$ cat src/rtl/ahblite_waterlight.sv
// AHB-Lite slave driving an 8-bit LED "water light" (rotate left/right, flash, off).
// Define WATERLIGHT_LEDREAD_EN to make the LED state readable at offset 2 (0x40000008).
module ahblite_waterlight #(
  parameter logic [31:0] SPEED_RST = 32'd5_000_000
) (
  input  logic        HCLK,
  input  logic        HRESET,
  input  logic        HSEL,
  input  logic [31:0] HADDR,
  input  logic [1:0]  HTRANS,
  input  logic [2:0]  HSIZE,
  input  logic [3:0]  HPROT,
  input  logic        HWRITE,
  input  logic [31:0] HWDATA,
  input  logic        HREADY,
  output logic        HREADYOUT,
  output logic [31:0] HRDATA,
  output logic        HRESP,
  output logic [7:0]  LED
);

  typedef enum logic [7:0] {
    MODE_OFF   = 8'd0,
    MODE_ROTL  = 8'd1,
    MODE_ROTR  = 8'd2,
    MODE_FLASH = 8'd3
  } mode_e;

  logic        accept;
  logic        dp_valid;
  logic        dp_write;
  logic [1:0]  dp_addr;
  logic        wr_mode;
  logic        wr_speed;
  logic        mode_change;
  logic [7:0]  mode;
  logic [31:0] speed;
  logic [31:0] count;
  logic        tick;
  logic [7:0]  led_q;
  logic [7:0]  led_d;
  logic        unused_bits;

  assign unused_bits = ^{HSIZE, HPROT, HADDR[31:4], HADDR[1:0], HTRANS[0]};

  assign accept = HSEL & HREADY & HTRANS[1];

  always_ff @(posedge HCLK) begin
    if (HRESET) begin
      dp_valid <= 1'b0;
      dp_write <= 1'b0;
      dp_addr  <= '0;
    end else begin
      dp_valid <= accept;
      if (accept) begin
        dp_write <= HWRITE;
        dp_addr  <= HADDR[3:2];
      end
    end
  end

  assign wr_mode     = dp_valid & dp_write & (dp_addr == 2'd0);
  assign wr_speed    = dp_valid & dp_write & (dp_addr == 2'd1);
  assign mode_change = wr_mode & (HWDATA[7:0] != mode);

  always_ff @(posedge HCLK) begin
    if (HRESET) begin
      mode  <= MODE_OFF;
      speed <= SPEED_RST;
    end else begin
      if (wr_mode)  mode  <= HWDATA[7:0];
      if (wr_speed) speed <= HWDATA;
    end
  end

  // >= (not ==) so a SPEED lowered below the running count ticks at once instead of wrapping.
  always_ff @(posedge HCLK) begin
    if (HRESET) begin
      count <= '0;
      tick  <= 1'b0;
    end else if (mode_change) begin
      count <= '0;
      tick  <= 1'b0;
    end else if (count >= speed) begin
      count <= '0;
      tick  <= 1'b1;
    end else begin
      count <= count + 32'd1;
      tick  <= 1'b0;
    end
  end

  function automatic logic [7:0] seed_of(input logic [7:0] m);
    case (m)
      MODE_ROTL:  seed_of = 8'h01;
      MODE_ROTR:  seed_of = 8'h80;
      MODE_FLASH: seed_of = 8'hFF;
      default:    seed_of = 8'h00;
    endcase
  endfunction

  always_ff @(posedge HCLK) begin
    if (HRESET) led_q <= '0;
    else        led_q <= led_d;
  end

  // A changing MODE write reseeds and wins over a coincident tick.
  always_comb begin
    led_d = led_q;
    if (mode_change) begin
      led_d = seed_of(HWDATA[7:0]);
    end else if (tick) begin
      case (mode)
        MODE_ROTL:  led_d = {led_q[6:0], led_q[7]};
        MODE_ROTR:  led_d = {led_q[0], led_q[7:1]};
        MODE_FLASH: led_d = ~led_q;
        default:    led_d = '0;
      endcase
    end
  end

  always_comb begin
    HRDATA = '0;
    if (!HRESET) begin
      case (dp_addr)
        2'd0:    HRDATA = {24'b0, mode};
        2'd1:    HRDATA = speed;
`ifdef WATERLIGHT_LEDREAD_EN
        2'd2:    HRDATA = {24'b0, led_q};
`endif
        default: HRDATA = '0;
      endcase
    end
  end

  assign HREADYOUT = 1'b1;
  assign HRESP     = 1'b0;
  assign LED       = led_q;

endmodule

$ cat config.mk
export PLATFORM = sky130hd
export DESIGN_NAME = ahblite_waterlight
export DESIGN_NICKNAME = d
export VERILOG_FILES = /design/src/rtl/ahblite_waterlight.sv
export SDC_FILE = /design/constraint.sdc
export NUM_CORES = 1
export LEC_CHECK = 0
export CAP_MARGIN = 40
export CORE_UTILIZATION = 45
export CTS_BUF_LIST = sky130_fd_sc_hd__clkbuf_4 sky130_fd_sc_hd__clkbuf_8 sky130_fd_sc_hd__clkbuf_16
export DETAILED_ROUTE_END_ITERATION = 6
export PLACE_DENSITY_LB_ADDON = 0.15
export SETUP_SLACK_MARGIN = 0.5
export SLEW_MARGIN = 25
export SYNTH_ARGS = -nofsm -noshare
export SYNTH_HDL_FRONTEND = slang
export SYNTH_SLANG_ARGS = --single-unit
export TNS_END_PERCENT = 50
$ cat constraint.sdc
create_clock -name HCLK -period 3.5 [get_ports HCLK]
set_clock_uncertainty 0.15 [all_clocks]
set_input_delay 0.7 -clock HCLK [delete_from_list [all_inputs] [get_ports HCLK]]
set_output_delay 0.7 -clock HCLK [all_outputs]
set_load 0.05 [all_outputs]
==> results.toml <==
[hold_path]
hold_class = "flop to flop"

[power]
combPwrFrac = 0.071
swShare = 0.232
pwr_density_cell_nw_per_um2 = 302
ir_worst_vdd_mv = 0.223
seqPwrFrac = 0.528
power_w = 0.00186
clkPwrFrac = 0.401
p_leak_nw = 2.15
p_int_w = 0.00143
p_sw_w = 0.000430

[die]
initial_utilization = 0.463
dieArea_um2 = 11000
fp.dieH_um = 105
pin_count = 120
die_w_um = 105
rows = 37
core_area_um2 = 10300

[setup_path]
critPathArrivalTime_ns = 2.18
path_class = "input pin to primary output"
critPathBufInv = 2
setup.worst_path.start_class = "input pin"
cp_top_family = "simple AND/OR/NAND/NOR gates"
crit_fanout = 32
cpMaxStageDelayCell = "clkdlybuf4s50_1"
end_kind = "primary output"
max_stage_delay_ns = 0.50
worstPathCellList = "clkdlybuf4s50_1, or2_4, nor3_1, buf_12"
critPathRequiredTime_ns = 2.65

[synthesis]
synth-main-ff-cell = "dfxtp_1"
synth_top_area_share = 0.358
ys_warn_count = 0
ys_ff_latch = 85
synth_top_cell_by_area = "dfxtp_1"
synth_area_um2 = 4760
synth-seq-area-share = 0.358
avgSynthCellArea_um2 = 7.92
async_flop_share = 0
synthesis.instances = 601
synthDistinctLibCells = 48
synth_area_leaders = "dfxtp_1, ha_1, nand2_1"
synth_edf_count = 0
syn_nets = 712

[drt]
firstDrtPassIters = 5
vias_per_cell = 5.48
drtIter0Drc = 177
drtAntennaViolNets = 0
drc = 0
wirelength_mm = 12.1
avgRoutedWirePerCell_um = 15.0
vias = 4399

[cells_and_area]
diodes = 0
final_common_cell = "nand2_1"
layout.nets = 775
layout_common_cells = "nand2_1, dfxtp_1, nor3_1"
area_delta_synth_final_pct = 29.2
design_area_um2 = 6150
drive_above_1_share = 0.0990

[clock_tree]
htreeDepth = 3
cts_setup_buffers = 0
clock_tree.buffer_depth = 2
numCtsBuffers = 9
cts.root.buffer_cell = "clkbuf_8"
clock_sinks = 85
clock_latency_ns = 0.36
clk_pin_slew_ns = 0.08
cts_tree = "yes"
cts_hold_buf = 0

[placed_design]
placed_area_um2 = 5920
dpl.hpwl_mm = 8.73
numPortBuffers = 79
gp_congestion = 0.820

[grt]
grtUsageTotal = 0.230
first_global_vias = 4188
grt_overflow = 0
antenna_found_initial = 0
grt_max_degree = 47
grt_pass1_wl_mm = 20.3

[timing]
fin_crit_sh = 0.865
final_hold_viol_count = 0
setup_violations = 0
rsz0062_at_grt = "true"
fmax_ghz = 0.330
drv_slew = 0
hold_slack_ns = 0.308
finalSetupTns_ns = 0
slew_headroom = 0.573
fin_crit_ns = 3.03
worst_pin_slew_ns = 0.640

[job]
drv_cap = 0

[run_status]
status = "finished, final reports clean"
==> per-stage QoR <==
step	utilization	setup slack [ns]	cells
3_3_place_gp	0.576	0.238	788
3_5_place_dp	0.576	0.270	788
2_1_floorplan	-	0.117	601
5_1_grt	0.598	0.408	803
4_1_cts	0.597	0.477	802
6_report	0.598	0.472	803
==> worst register-to-register path, delay by kind of cell, from the launching register on <==
family,cells,cell delay (ns)
AOI/OAI and AO/OA,1,0.32
buffers and inverters,2,0.35
and+or+nand+nor,4,1.09
DFF,1,0.33
adders and majority gates,1,0.29
==> metal layers <==
layer,track usage,part of all wire
met2,0.389,0.48
met1,0.296,0.46
met3,0.0318,0.042
met4,0.0855,0.018
met5,0,0
==> power by group through the flow <==
stage	clock (W)	sequential (W)	combinational, W
after floorplan	0	0.00100	0.0000634
after global placement	0	0.00100	0.000130
after detailed placement	0	0.00100	0.000131
after CTS	0.000759	0.000982	0.000132
after global routing	0.000798	0.000983	0.000142
final	0.000745	0.000982	0.000131
==> cell families after synthesis <==
kind of cell	after synthesis	share of synthesized area
and+or+nand+nor	256	0.258
xor gates and xnor gates	38	0.0699
adders and majority gates	33	0.0868
other	2	0.00158
buffers and inverters	83	0.0773
DFF	85	0.358
muxes	13	0.0276
AOI/OAI and AO/OA	91	0.122
==> cell usage after synthesis (all sizes together) (3+ instances only) <==
master,number
a21oi,48
a221oi,6
a22o,3
a311oi,3
and3,5
and4,4
buf,13
clkbuf,25
dfxtp,85
ha,33
inv,43
mux2i,12
nand2,99
nand2b,5
nand3,19
nand4,14
nor2,24
nor3,63
nor4,11
o211ai,13
o21a,3
o21ai,9
or3,3
xnor2,30
xor2,8
==> path summary, 6_finish.rpt <==
kind / start / slack (ns) / to / depth (start not counted)
min: speed[28]$_SDFFE_PP0P_ / 0.31 / speed[28]$_SDFFE_PP0P_ / 2
max reg2reg: speed[15]$_SDFFE_PP0P_ / 0.84 / count[10]$_SDFF_PP0_ / 8
min reg2reg: speed[28]$_SDFFE_PP0P_ / 0.31 / speed[28]$_SDFFE_PP0P_ / 2
max: HRESET / 0.47 / HRDATA[31] / 4
==> what timing repair did <==
item / 4_1_cts / 5_1_grt
hold endpoints to repair: 0 / 0
pin swaps: 0 / 0
resized for setup: 2 / 1
endpoints found under the setup margin: 32 / 23
gates cloned: 0 / 0
==> state kept, by name, indices dropped and copies added, names as in the netlist <==
register,cells
LED,8
count,32
dp_addr,2
dp_valid,1
dp_write,1
mode,8
speed,32
tick,1
==> area by class of cell <==
cell class / count / area (um2)
clock inverter: 5 / 77.6
timing repair buffer: 90 / 1200
clock buffer: 9 / 124
inverter: 45 / 169
sequential: 85 / 1700
tap: 136 / 170
multi-input combinational: 433 / 2710
fill: 897 / 4130
Note: power is estimated with default switching activity, not from simulation.
